==> src/rtl/mau_pkg.sv <==
// Shared definitions for mem_access_unit: size encodings, FSM states and the
// lane merge/extract helpers used by the store and load datapaths.
package mau_pkg;

    localparam logic [1:0] SZ_BYTE = 2'b00;
    localparam logic [1:0] SZ_HALF = 2'b01;
    localparam logic [1:0] SZ_WORD = 2'b10;

    typedef enum logic [1:0] {
        ST_IDLE = 2'd0,
        ST_RD   = 2'd1,
        ST_WR   = 2'd2,
        ST_RESP = 2'd3
    } mau_state_t;

    // Size code 11 behaves exactly like a word access.
    function automatic logic size_is_word(input logic [1:0] size);
        return size[1];
    endfunction

    function automatic logic is_misaligned(input logic [1:0] size, input logic [1:0] addr);
        logic res;
        case (size)
            SZ_BYTE: res = 1'b0;
            SZ_HALF: res = addr[0];
            default: res = (addr != 2'b00);
        endcase
        return res;
    endfunction

    function automatic logic [31:0] lane_merge(input logic [31:0] word, input logic [31:0] data,
                                               input logic [1:0] size, input logic [1:0] addr);
        logic [31:0] res;
        res = word;
        case (size)
            SZ_BYTE: res[{addr, 3'b000} +: 8] = data[7:0];
            SZ_HALF: res[{addr[1], 4'b0000} +: 16] = data[15:0];
            default: res = data;
        endcase
        return res;
    endfunction

    function automatic logic [31:0] lane_extract(input logic [31:0] word, input logic [1:0] size,
                                                 input logic [1:0] addr, input logic sgn);
        logic [31:0] res;
        logic [7:0]  b;
        logic [15:0] h;
        b = word[{addr, 3'b000} +: 8];
        h = word[{addr[1], 4'b0000} +: 16];
        case (size)
            SZ_BYTE: res = sgn ? {{24{b[7]}}, b} : {24'd0, b};
            SZ_HALF: res = sgn ? {{16{h[15]}}, h} : {16'd0, h};
            default: res = word;
        endcase
        return res;
    endfunction

endpackage

==> src/rtl/mau_if.sv <==
// Handshake bundles of mem_access_unit: CPU request/response side and
// the word-wide data-memory side.
interface mau_req_if;
    logic        req_valid;
    logic        req_ready;
    logic        req_write;
    logic [1:0]  req_size;
    logic        req_signed;
    logic [31:0] req_addr;
    logic [31:0] req_wdata;
    logic        resp_valid;
    logic        resp_ready;
    logic [31:0] resp_rdata;
    logic        resp_err;

    modport master (
        output req_valid, req_write, req_size, req_signed, req_addr, req_wdata, resp_ready,
        input  req_ready, resp_valid, resp_rdata, resp_err
    );
    modport slave (
        input  req_valid, req_write, req_size, req_signed, req_addr, req_wdata, resp_ready,
        output req_ready, resp_valid, resp_rdata, resp_err
    );
endinterface

interface mau_mem_if;
    logic [31:0] mem_address;
    logic [31:0] mem_writeData;
    logic        mem_memWrite;
    logic        mem_memRead;
    logic [31:0] mem_readData;

    modport master (
        output mem_address, mem_writeData, mem_memWrite, mem_memRead,
        input  mem_readData
    );
    modport slave (
        input  mem_address, mem_writeData, mem_memWrite, mem_memRead,
        output mem_readData
    );
endinterface

==> src/rtl/mau_lane_align.sv <==
// Combinational lane logic: merges store data into a memory word and
// extracts/extends load data from it.
module mau_lane_align
    import mau_pkg::*;
(
    input  logic [31:0] i_word,
    input  logic [31:0] i_data,
    input  logic [1:0]  i_size,
    input  logic [1:0]  i_lane,
    input  logic        i_signed,
    output logic [31:0] o_merged,
    output logic [31:0] o_extracted
);

    assign o_merged    = lane_merge(i_word, i_data, i_size, i_lane);
    assign o_extracted = lane_extract(i_word, i_size, i_lane, i_signed);

endmodule

==> src/rtl/mem_access_unit.sv <==
// Load/store sequencer for a single-ported word-wide data memory (RMW for sub-word stores).
// Build option MAU_ALIGN_CHECK_EN: reject misaligned requests instead of force-aligning them.
module mem_access_unit
    import mau_pkg::*;
#(
    parameter int MEM_AW = 5
) (
    input  logic      Clk,
    input  logic      Reset,
    mau_req_if.slave  req_bus,
    mau_mem_if.master mem_bus
);

    mau_state_t        r_state;
    mau_state_t        w_next;
    logic              r_write;
    logic [1:0]        r_size;
    logic              r_signed;
    logic [1:0]        r_lane;
    logic [MEM_AW-1:0] r_idx;
    logic [31:0]       r_wdata;
    logic [31:0]       r_rdword;
    logic              r_err;

    logic              w_accept;
    logic              w_misalign;
    logic              w_req_ready;
    logic              w_resp_valid;
    logic              w_rd;
    logic              w_wr;
    logic [31:0]       w_merged;
    logic [31:0]       w_extract;
    logic              w_unused;

    assign w_accept = req_bus.req_valid && (r_state == ST_IDLE);
    assign w_unused = ^{req_bus.req_addr[31:MEM_AW+2]};

`ifdef MAU_ALIGN_CHECK_EN
    assign w_misalign = is_misaligned(req_bus.req_size, req_bus.req_addr[1:0]);
`else
    assign w_misalign = 1'b0;
`endif

    always_ff @(posedge Clk or negedge Reset) begin
        if (!Reset) begin
            r_state <= ST_IDLE;
        end else begin
            r_state <= w_next;
        end
    end

    always_ff @(posedge Clk or negedge Reset) begin
        if (!Reset) begin
            r_write  <= 1'b0;
            r_size   <= 2'b00;
            r_signed <= 1'b0;
            r_lane   <= 2'b00;
            r_idx    <= '0;
            r_wdata  <= 32'd0;
            r_rdword <= 32'd0;
            r_err    <= 1'b0;
        end else begin
            if (w_accept) begin
                r_write  <= req_bus.req_write;
                r_size   <= req_bus.req_size;
                r_signed <= req_bus.req_signed;
                r_lane   <= req_bus.req_addr[1:0];
                r_idx    <= req_bus.req_addr[MEM_AW+1:2];
                r_wdata  <= req_bus.req_wdata;
                r_err    <= w_misalign;
            end
            // The word read in RD feeds both the RMW merge and the held load response.
            if (r_state == ST_RD) begin
                r_rdword <= mem_bus.mem_readData;
            end
        end
    end

    always_comb begin
        w_next       = r_state;
        w_req_ready  = 1'b0;
        w_resp_valid = 1'b0;
        w_rd         = 1'b0;
        w_wr         = 1'b0;
        case (r_state)
            ST_IDLE: begin
                w_req_ready = 1'b1;
                if (req_bus.req_valid) begin
                    if (w_misalign) begin
                        w_next = ST_RESP;
                    end else if (req_bus.req_write && size_is_word(req_bus.req_size)) begin
                        w_next = ST_WR;
                    end else begin
                        w_next = ST_RD;
                    end
                end
            end
            ST_RD: begin
                w_rd   = 1'b1;
                w_next = r_write ? ST_WR : ST_RESP;
            end
            ST_WR: begin
                w_wr   = 1'b1;
                w_next = ST_RESP;
            end
            ST_RESP: begin
                w_resp_valid = 1'b1;
                if (req_bus.resp_ready) begin
                    w_next = ST_IDLE;
                end
            end
            default: w_next = ST_IDLE;
        endcase
    end

    mau_lane_align u_lane_align (
        .i_word      (r_rdword),
        .i_data      (r_wdata),
        .i_size      (r_size),
        .i_lane      (r_lane),
        .i_signed    (r_signed),
        .o_merged    (w_merged),
        .o_extracted (w_extract)
    );

    assign req_bus.req_ready  = w_req_ready;
    assign req_bus.resp_valid = w_resp_valid;
    assign req_bus.resp_err   = w_resp_valid & r_err;
    assign req_bus.resp_rdata = (w_resp_valid && !r_write && !r_err) ? w_extract : 32'd0;

    // Strobes come straight from the state so an async reset kills a pending write.
    assign mem_bus.mem_memRead   = w_rd;
    assign mem_bus.mem_memWrite  = w_wr;
    assign mem_bus.mem_writeData = w_wr ? w_merged : 32'd0;
    assign mem_bus.mem_address   = {{(32-MEM_AW){1'b0}}, r_idx};

endmodule

==> src/flat_wrapper.sv <==
// flat-port wrapper written by rule: the top's interface ports become plain ports
module mem_access_unit_flat import mau_pkg::*;
#(
    parameter int MEM_AW = 5
)
  (Clk, Reset, req_bus_req_valid, req_bus_req_write, req_bus_req_size, req_bus_req_signed, req_bus_req_addr, req_bus_req_wdata, req_bus_resp_ready, req_bus_req_ready, req_bus_resp_valid, req_bus_resp_rdata, req_bus_resp_err, mem_bus_mem_address, mem_bus_mem_writeData, mem_bus_mem_memWrite, mem_bus_mem_memRead, mem_bus_mem_readData);
  mau_req_if req_bus_i ();
  mau_mem_if mem_bus_i ();
  input  logic Clk;
  input  logic Reset;
  input wire logic [$bits(req_bus_i.req_valid)-1:0] req_bus_req_valid;
  input wire logic [$bits(req_bus_i.req_write)-1:0] req_bus_req_write;
  input wire logic [$bits(req_bus_i.req_size)-1:0] req_bus_req_size;
  input wire logic [$bits(req_bus_i.req_signed)-1:0] req_bus_req_signed;
  input wire logic [$bits(req_bus_i.req_addr)-1:0] req_bus_req_addr;
  input wire logic [$bits(req_bus_i.req_wdata)-1:0] req_bus_req_wdata;
  input wire logic [$bits(req_bus_i.resp_ready)-1:0] req_bus_resp_ready;
  output wire logic [$bits(req_bus_i.req_ready)-1:0] req_bus_req_ready;
  output wire logic [$bits(req_bus_i.resp_valid)-1:0] req_bus_resp_valid;
  output wire logic [$bits(req_bus_i.resp_rdata)-1:0] req_bus_resp_rdata;
  output wire logic [$bits(req_bus_i.resp_err)-1:0] req_bus_resp_err;
  output wire logic [$bits(mem_bus_i.mem_address)-1:0] mem_bus_mem_address;
  output wire logic [$bits(mem_bus_i.mem_writeData)-1:0] mem_bus_mem_writeData;
  output wire logic [$bits(mem_bus_i.mem_memWrite)-1:0] mem_bus_mem_memWrite;
  output wire logic [$bits(mem_bus_i.mem_memRead)-1:0] mem_bus_mem_memRead;
  input wire logic [$bits(mem_bus_i.mem_readData)-1:0] mem_bus_mem_readData;
  assign req_bus_i.req_valid = req_bus_req_valid;
  assign req_bus_i.req_write = req_bus_req_write;
  assign req_bus_i.req_size = req_bus_req_size;
  assign req_bus_i.req_signed = req_bus_req_signed;
  assign req_bus_i.req_addr = req_bus_req_addr;
  assign req_bus_i.req_wdata = req_bus_req_wdata;
  assign req_bus_i.resp_ready = req_bus_resp_ready;
  assign req_bus_req_ready = req_bus_i.req_ready;
  assign req_bus_resp_valid = req_bus_i.resp_valid;
  assign req_bus_resp_rdata = req_bus_i.resp_rdata;
  assign req_bus_resp_err = req_bus_i.resp_err;
  assign mem_bus_mem_address = mem_bus_i.mem_address;
  assign mem_bus_mem_writeData = mem_bus_i.mem_writeData;
  assign mem_bus_mem_memWrite = mem_bus_i.mem_memWrite;
  assign mem_bus_mem_memRead = mem_bus_i.mem_memRead;
  assign mem_bus_i.mem_readData = mem_bus_mem_readData;
  mem_access_unit #(.MEM_AW(MEM_AW)) u_core (.Clk(Clk), .Reset(Reset), .req_bus(req_bus_i), .mem_bus(mem_bus_i));
endmodule
==> config.mk <==
export PLATFORM = sky130hd
export DESIGN_NAME = mem_access_unit_flat
export DESIGN_NICKNAME = d
export VERILOG_FILES = /design/src/rtl/mau_pkg.sv /design/src/rtl/mau_if.sv /design/src/rtl/mau_lane_align.sv /design/src/rtl/mem_access_unit.sv /design/src/flat_wrapper.sv
export SDC_FILE = /design/constraint.sdc
export NUM_CORES = 1
export LEC_CHECK = 0
export ABC_CLOCK_PERIOD_IN_PS = 6000
export CAP_MARGIN = 10
export CORE_MARGIN = 5
export CORE_UTILIZATION = 56
export DETAILED_ROUTE_END_ITERATION = 8
export DONT_BUFFER_PORTS = 1
export PLACE_DENSITY_LB_ADDON = 0.1
export SKIP_LAST_GASP = 1
export SLEW_MARGIN = 20
export SYNTH_ARGS = -nofsm -noshare
export SYNTH_HDL_FRONTEND = slang
export SYNTH_HIERARCHICAL = 1
export SYNTH_SLANG_ARGS = --single-unit
==> constraint.sdc <==
create_clock -name Clk -period 6 [get_ports Clk]
set_input_delay 0.6 -clock Clk [delete_from_list [all_inputs] [get_ports Clk]]
set_output_delay 0.6 -clock Clk [all_outputs]
set_load 0.005 [all_outputs]
; Word-level counts from Yosys, hierarchy flattened
; Index checks and enable logic that the tools add are counted.
[totals]
in_bits = 104
reg_bits = 77
word_cells = 46
[classes]
n_eq_ne = 6
shifts = 6
add_sub_neg = 2
n_reduce_logical = 7
n_mux = 17
[ops]
columns = cell, count
row1 = $mux W32, 4
row2 = $pmux W32 S2, 2
row3 = $bwmux W32, 2
row4 = $shift A16 B7 Y32 const A, 1
row5 = $shift A8 B7 Y32 const A, 1
row6 = $shiftx A16 B7 Y32, 1
row7 = $shiftx A32 B6 Y16, 1
row8 = $shiftx A32 B6 Y8, 1
row9 = $shiftx A8 B7 Y32, 1
row10 = $neg A5 Y7, 2
row11 = $pmux W2 S4, 1
row12 = $mux W2, 3
row13 = $mux W1, 5
row14 = $eq A2 B1 Y1 const B, 2
row15 = $eq A2 B2 Y1 const B, 2
row16 = $logic_not A2 Y1, 2
row17 = $ne A2 B2 Y1 const B, 2
row18 = $logic_and A1 B1 Y1, 3
row19 = $reduce_and A2 Y1, 1
row20 = $logic_not A1 Y1, 1

; Longest topological paths before layout
; Gate-level depths: netlist of run 1.
[logic_depth]
depth_word = 5
ltp_mapped = 10
mapped_depth_nobuf = 7

; Cells and area by module
; The synthesis of run 1 kept the hierarchy.
[by_module_without_submodules]
columns = mod, seq_area_each_um2, area_per_inst_um2, n_inst, cells_each
row1 = mem_access_unit, 1926.8, 3776.1, 1, 279
row2 = mau_lane_align, 0.0, 1675.4, 1, 261

; Worst setup path before layout of run 1
; No wires, ideal clock.
[synth_timing]
kind = reg-to-output
from = register u_core.r_lane[1]
to = output mem_bus_mem_writeData[17]
path_stages_with_launch = 11
t_arrival_ns = 2.027
path_buffers = 3
setup_slack_ns = 3.373
required_time_ns = 5.400
path_cell_list = dfrtp_1 buf_6 buf_2 inv_1 ha_1 nor4b_1 and3_1 buf_1 a22oi_1 o21ai_0 and2_1
[synth_between]
elab_chain_len = 5
[synth_lines]
columns = element, line_no
row1 = start: declaration, mem_access_unit.sv:19  ; logic [1:0] r_lane;
row2 = start signal: assignment, mem_access_unit.sv:67  ; r_lane <= req_bus.req_addr[1:0];
row3 = "$neg A5 Y7, on equally long branches", "mau_pkg.sv:37, mau_pkg.sv:36"
row4 = "$shiftx A16 B7 Y32, or another cell as far along", mau_pkg.sv:37  ; SZ_HALF: res[{addr[1], 4'b0000} +: 16] = data[15:0];
row5 = "$bwmux W32, on equally long branches", "mau_pkg.sv:37, mau_pkg.sv:36"
row6 = $pmux W32 S2 (*), mau_pkg.sv:35  ; case (size)
row7 = via u_core.w_merged[17], mem_access_unit.sv:31  ; logic [31:0] w_merged;
row8 = $mux W32 (*), mem_access_unit.sv:134  ; assign mem_bus.mem_writeData = w_wr ? w_merged : 32'd0;
row9 = end: declaration, flat_wrapper.sv:23  ; output wire logic [$bits(mem_bus_i.mem_writeData)-1:0] mem_bus_mem_writeData;
; Mark *: on every way through the listed nets, which the timed path passes. The rest lies on a longest branch.

; Final worst setup path of run 1
[layout_timing]
from = register u_core.r_size[0]
to = output mem_bus_mem_writeData[0]
[layout_between]
elab_chain_len = 3
[layout_lines]
columns = element, line_no
row1 = start: declaration, mem_access_unit.sv:17  ; logic [1:0] r_size;
row2 = start signal: assignment, mem_access_unit.sv:65  ; r_size <= req_bus.req_size;
row3 = $eq A2 B1 Y1 or $logic_not A2 Y1 (tied branches), mau_pkg.sv:35
row4 = $pmux W32 S2 (*), mau_pkg.sv:35
row5 = via u_core.w_merged[0], mem_access_unit.sv:31
row6 = $mux W32 (*), mem_access_unit.sv:134
; Marked as above.

==> reports/qor_table.md, run 1 <==
| Result | Value |
|---|---|
| Post-route fraction of the period consumed by the critical path | 0.559 |
| Number of detailed-routing iterations run before antenna repair | 6 |
| Initial drt markers | 352 |
| Final Routed Wirelength | 14700 um |
| Area of the mapped netlist | 5450 um2 |
| Count of pins over their slew limit | 0 |
| Fraction of layout instances using a drive strength above 1 | 0.246 |
| Wire length of the first global-routing pass | 22600 um |
| Endpoint of the worst setup timing path | mem_bus_mem_writeData[0] |
| Core region area | 9640 um2 |
| Detailed-route vias per instance | 6.01 |
| Unrepaired setup endpoints after global routing | false |
| Total net switching power | 1.58 mW |
| Required time reported for the critical path endpoint | 5400 ps |
| Fin Setup TNS | 0 ps |
| Library cells used by synthesis | 47 |
| Number of cells produced by synthesis | 540 |
| Type of the setup path with the least slack | reg2out |
| Clock transition at the register clock pins on the worst setup and hold paths after CTS | 80 ps |
| Number of endpoints with negative hold slack in the final report | 0 |
| Gate power share | 0.560 |
| Internal portion of total power | 1.93 mW |
| Clock latency of the later-clocked register in the worst-skew pair | 360 ps |
| Worst slew slack as a fraction of its limit | 0.392 |
| Floorplan die width | 109 um |
| Total CTS buffers | 9 |
| Highest metal layer with signal wires | met4 |
| Result of the run | finished clean |
| Critical path origin | u_core/r_size[0] |
| Area Overhead vs Synth | 1.84% |
| Vias in the first global route | 3993 |
| Clock power share | 0.101 |
| # rows | 36 |
| Root buffer cell | clkbuf_8 |
| Maximum clock frequency | 298 MHz |
| Worst-case register-to-register setup slack | 4030 ps |
| Register share of total power | 0.339 |
| Area of all sequential standard cells | 1930 um2 |
| Number of maximum-capacitance violations | 0 |
| Antenna violations before repair | 0 |
| Hpwl dp | 10700 um |
| Final critical-path required period | 3350 ps |
| Seq/Total Area, Yosys | 0.353 |
| Leakage component of the power | 2.58 nW |
| Warnings, synthesis | 6 |
| Depth of the worst register-to-register path | 4 |
| Area of all placed cells without fillers | 5550 um2 |
| CTS tree | done |
| Switching share of total power | 0.451 |
| Kind of end point of the critical path | primary output |
| Chip height | 109 um |
| Post-synth ARST share | 1.00 |
| Detail-routed net length per standard cell | 22.3 um |
| Area post-placement | 5350 um2 |
| Most common cell after layout, fill and taps aside | dfrtp_1 |
| Total of flip-flops plus latches after synthesis | 77 |
| Total I/O pin count | 205 |
| Number of buffers added on ports | 0 |
| Met2 wire len | 6790 um |
| Arr. time, crit path | 2750 ps |
| Filler Cells Inserted | 892 |
| Final-stage net count | 636 |
| Average instance area after synthesis | 10.1 um2 |
| Most frequent cells in the layout | dfrtp_1, and2_1, a21oi_1 |
| Aggregate global-route resource usage | 0.252 |
| Antenna viol nets, final | 0 |
| Clock sinks | 77 |
| Antenna Diode Count | 0 |
| Dominant register cell in the synthesized netlist | dfrtp_1 |
| Starting density of the core | 0.566 |
| Actual slew at the worst max-slew pin | 912 ps |
| CP Launch Type | flop |
| Largest vdd supply drop | 480 uV |
| Final clock skew | 5.95 ps |
| Overall overflow remaining after global route | 0 |
| Die ar. | 11800 um2 |
| Power per unit of standard cell area | 632 nW/um2 |
| Number of synthesized flops with an enable pin | 0 |
| Reg-to-reg startpoint | u_core/r_state[0] |
| DRC violation count after routing | 0 |
| RD Place Congestion | 0.903 |
| Number of vias in the routed layout | 3972 |
| Number of buffers on the longest clock path | 2 |
| Multi-input gate area | 3150 um2 |
| Setup violations, final | 0 |
| R2r endpoint | u_core/r_wdata[22] |
| Met1 routed wirelength after detailed routing | 6100 um |
| H-tree level count | 3 |
| Met3 WL | 1430 um |
| Largest fanout on the critical path | 28 |
| Pin count of the biggest net entering global routing | 78 |
| Worst min-delay path class | in2async |
==> Yosys cell counts (2+ instances only) <==
| cell type | instances | area (um2) |
|---|---|---|
| nand2_1 | 37 | 139 |
| a211o_1 | 4 | 35.0 |
| a22oi_1 | 11 | 82.6 |
| nand2b_1 | 9 | 56.3 |
| nor4b_1 | 2 | 17.5 |
| mux2_2 | 50 | 563 |
| nor2b_1 | 13 | 81.3 |
| buf_6 | 6 | 67.6 |
| nor3b_1 | 7 | 52.6 |
| dfrtp_1 | 77 | 1930 |
| buf_2 | 10 | 50.1 |
| a22o_1 | 8 | 70.1 |
| ha_1 | 9 | 113 |
| nor2_1 | 12 | 45.0 |
| o21ai_0 | 15 | 75.1 |
| buf_1 | 2 | 7.51 |
| a21oi_1 | 51 | 255 |
| a222oi_1 | 8 | 80.1 |
| a31oi_1 | 2 | 12.5 |
| clkbuf_1 | 14 | 52.6 |
| mux2i_1 | 5 | 50.1 |
| a221o_1 | 5 | 50.1 |
| mux2_4 | 42 | 631 |
| buf_4 | 28 | 210 |
| and2_1 | 65 | 407 |
| and3_1 | 2 | 12.5 |
| inv_1 | 17 | 63.8 |
| nand2_2 | 10 | 62.6 |
==> power by group through the flow <==
stage | Sequential, mW | Combinational, mW | Clock, mW
after detailed placement | 1.19 | 1.93 | 0
after global placement | 1.19 | 1.89 | 0
after CTS | 1.18 | 1.95 | 0.369
after global routing | 1.22 | 2.17 | 0.390
after floorplan | 0.994 | 1.69 | 0
final | 1.19 | 1.96 | 0.356
==> flip-flops by register name, indices dropped and copies added, names as in the netlist <==
register,cells
u_core/r_size,2
u_core/r_state,2
u_core/r_idx,5
u_core/r_signed,1
u_core/r_wdata,32
u_core/r_rdword,32
u_core/r_write,1
u_core/r_lane,2
==> metal layers <==
metal,up-vias,GRT usage
li1,1803,-
met1,1931,0.334
met2,214,0.384
met3,24,0.0787
met4,0,0.102
met5,-,0
==> cell type report <==
type	count	share of cell area
clock buffer	10	0.0230
sequential	77	0.347
tap	133	0.0300
multi-input combinational	411	0.568
inverter	18	0.0122
timing repair buffer	6	0.0117
clock inverter	6	0.00834
==> worst min-delay path by stage <==
stage	from	end	slack [ps]
2_1_floorplan	Reset	u_core/r_idx[0]	300
3_3_place_gp	Reset	u_core/r_rdword[20]	310
3_5_place_dp	Reset	u_core/r_rdword[20]	310
4_1_cts	Reset	u_core/r_wdata[0]	140
5_1_grt	Reset	u_core/r_rdword[10]	130
6_report	Reset	u_core/r_rdword[10]	120
==> critical path, stage by stage (launching register included) <==
cell and delay, ps:
dfrtp_1 500, buf_4 350, nor2b_1 270, or2_0 540, a21oi_2 230, a22o_1 320
and2_1 180
==> metrics by stage <==
stage | setup slack, ps | power [mW] | std cells | hold slack (ps) | utilization
3_5_place_dp | 3140 | 3.12 | 644 | 307 | 0.555
6_report | 2650 | 3.51 | 661 | 116 | 0.576
4_1_cts | 2710 | 3.50 | 661 | 139 | 0.576
3_3_place_gp | 3150 | 3.07 | 644 | 307 | 0.555
2_1_floorplan | 3370 | 2.68 | 567 | 304 | -
5_1_grt | 2510 | 3.78 | 661 | 128 | 0.576
==> repair_timing <==
action,CTS,global route
buffers inserted,0,0
hold endpoints to repair,77,0
gates resized for setup,0,0
hold buffers,1,0
==> logic make-up after synthesis <==
| kind of cell | count (synthesis) | synth area share |
|---|---|---|
| AND/OR/NAND/NOR | 165 | 0.176 |
| AO/OA/AOI/OAI | 112 | 0.134 |
| multiplexers | 97 | 0.228 |
| buffers and inverters | 79 | 0.0872 |
| flip-flops | 77 | 0.353 |
| adder cells (fa/ha/maj) | 9 | 0.0207 |
| other | 1 | 0.000688 |
Note: power is estimated with default switching activity, not from simulation.
==> run 2, diff against run 1 <==
- ABC_CLOCK_PERIOD_IN_PS: 6000 -> 2840
- clock period: 6 -> 2.84 ns (I/O delays scaled with it)
==> run 2 against run 1 <==
- worst hold slack got worse by 53 ps
- total power rose by 120%
- clock-buffer cell count rose by 1
- combinational power rose by 110%
- highest routed layer unchanged
- largest cell class unchanged
- sequential cell count did not move
- clock power rose to 2.6 times the previous value
==> reports/qor_table.md, run 2 (synthesized netlist as in run 1, its figures left out) <==
| Result | Value |
|---|---|
| Result of the run | finished clean |
| Hpwl dp | 10800 um |
| Maximum clock frequency | 370 MHz |
| RD Place Congestion | 0.916 |
| Number of vias in the routed layout | 4030 |
| Initial drt markers | 384 |
| Type of the setup path with the least slack | reg2out |
| Registers with the most flip-flops | u_core/r_rdword x32, u_core/r_wdata x32, u_core/r_idx x5 |
| Power per unit of standard cell area | 1350 nW/um2 |
| Vias in the first global route | 3929 |
| Number of maximum-capacitance violations | 0 |
| Die ar. | 11800 um2 |
| Master of the slowest instance on the critical path | a311o_1 |
| Setup violations, final | 0 |
| Arr. time, crit path | 2420 ps |
| Worst min-delay path class | in2reg |
| Number of buffers on the longest clock path | 2 |
| Largest vdd supply drop | 808 uV |
| Antenna viol nets, final | 0 |
| Final critical-path required period | 2710 ps |
| Kind of end point of the critical path | primary output |
| Actual slew at the worst max-slew pin | 517 ps |
| Final-stage net count | 643 |
| Minimum hold slack | 63.1 ps |
| Area of all placed cells without fillers | 5690 um2 |
| Final clock skew | 9.16 ps |
| Combined buffer and inverter count along the critical path | 1 |
| Required time reported for the critical path endpoint | 2560 ps |
| Overall overflow remaining after global route | 0 |
| Root buffer cell | clkbuf_8 |
| Depth of the worst register-to-register path | 5 |
| Aggregate global-route resource usage | 0.253 |
| Total power | 7.70 mW |
| End point of the most critical hold path | u_core/r_lane[1] |
| Fraction of layout instances using a drive strength above 1 | 0.264 |
| Detailed-route vias per instance | 6.03 |
| Floorplan die width | 109 um |
| Wire length of the first global-routing pass | 22500 um |
| Hold-critical path depth | 1 |
| # rows | 36 |
| Critical-path cell list | inv_1 -> ha_1 -> nor2b_1 -> a311o_1 -> a22o_1 -> and2_1 |
| Fin Setup TNS | 0 ps |
| Number of endpoints with negative hold slack in the final report | 0 |
| Clock latency of the later-clocked register in the worst-skew pair | 360 ps |
| Post-route fraction of the period consumed by the critical path | 0.953 |
| Leakage component of the power | 2.64 nW |
| R2r endpoint | u_core/r_wdata[10] |
| Chip height | 109 um |
| Unrepaired setup endpoints after global routing | false |
| Total CTS buffers | 9 |
| Starting density of the core | 0.566 |
| Detail-routed net length per standard cell | 22.5 um |
| Pin count of the biggest net entering global routing | 78 |
| Total I/O pin count | 205 |
| Worst-case register-to-register setup slack | 830 ps |
| H-tree level count | 3 |
| Worst slew slack as a fraction of its limit | 0.653 |
| Gate family responsible for the most delay along the worst path | compound AO/OA/AOI/OAI gates |
| Final Routed Wirelength | 15000 um |
| Core region area | 9640 um2 |
| Area post-placement | 5390 um2 |
| CTS tree | done |
| DRC violation count after routing | 0 |
| Number of buffers added on ports | 0 |
| CP Launch Type | flop |
| Count of pins over their slew limit | 0 |
| Most frequent cells in the layout | dfrtp_1, and2_1, a21oi_1 |
| Number of detailed-routing iterations run before antenna repair | 6 |
| Clock transition at the register clock pins on the worst setup and hold paths after CTS | 90 ps |
| Largest fanout on the critical path | 8 |
| Antenna Diode Count | 0 |
| Startpoint of the most critical hold path | req_bus_req_addr[1] |
| Most common cell after layout, fill and taps aside | dfrtp_1 |
| Reg-to-reg startpoint | u_core/r_state[0] |
| Antenna violations before repair | 0 |
| Longest individual stage delay on the worst path | 450 ps |
| Area Overhead vs Synth | 4.34% |
| Clock sinks | 77 |
==> run 2: cell count changes in the layout (fill, tap and decap cells not counted), moves of 2 or more <==
cell	change
dfrtp_2	+2
dfrtp_1	-2
bufinv_16	+2
inv_6	-2
buf_4	+6
==> run 2: how the worst max path moves through the flow <==
stage / start / cells past startpoint / endpoint / slack, ps
after floorplan: u_core/r_lane[1] / 10 / mem_bus_mem_writeData[17] / 530
after global placement: u_core/r_lane[0] / 6 / mem_bus_mem_writeData[15] / 400
after detailed placement: u_core/r_lane[0] / 6 / mem_bus_mem_writeData[15] / 390
after CTS: u_core/r_lane[0] / 7 / mem_bus_mem_writeData[26] / 10
after global routing: u_core/r_lane[1] / 8 / mem_bus_mem_writeData[30] / 7
final: u_core/r_lane[1] / 6 / mem_bus_mem_writeData[0] / 130
==> run 2: per-stage QoR <==
stage | utilization | worst slack [ps] | cells
6_report | 0.590 | 135 | 668
5_1_grt | 0.590 | 7.44 | 668
3_3_place_gp | 0.559 | 400 | 649
2_1_floorplan | - | 529 | 567
4_1_cts | 0.587 | 13.9 | 667
3_5_place_dp | 0.559 | 386 | 649
==> run 2: area by class of cell <==
type,count,area (um2)
tap,133,166
clock inverter,5,83.8
sequential,77,1930
fill,853,3950
clock buffer,11,141
timing repair buffer,13,120
multi-input combinational,411,3170
inverter,18,71.3
==> run 2: where the power goes <==
group	switching [mW]	leakage, nW	internal (mW)
combinational	2.08	1.63	2.12
sequential	0.891	0.902	1.67
clock	0.420	0.106	0.521
total	3.39	2.64	4.31
==> run 2: repair_timing <==
item / in CTS / in global routing
gates resized for setup: 1 / 7
pin swaps: 0 / 1
gates cloned: 0 / 0
hold buffers: 2 / 0
setup endpoints to repair: 2 / 36
endpoints found under the hold margin: 77 / 0
buffers inserted: 0 / 1
==> run 2: layer usage <==
| layer | vias up | track usage | share of wire |
|---|---|---|---|
| li1 | 1814 | - | - |
| met5 | - | 0 | 0 |
| met1 | 1963 | 0.338 | 0.42 |
| met2 | 225 | 0.390 | 0.46 |
| met4 | 0 | 0.0893 | 0.025 |
| met3 | 28 | 0.0787 | 0.10 |
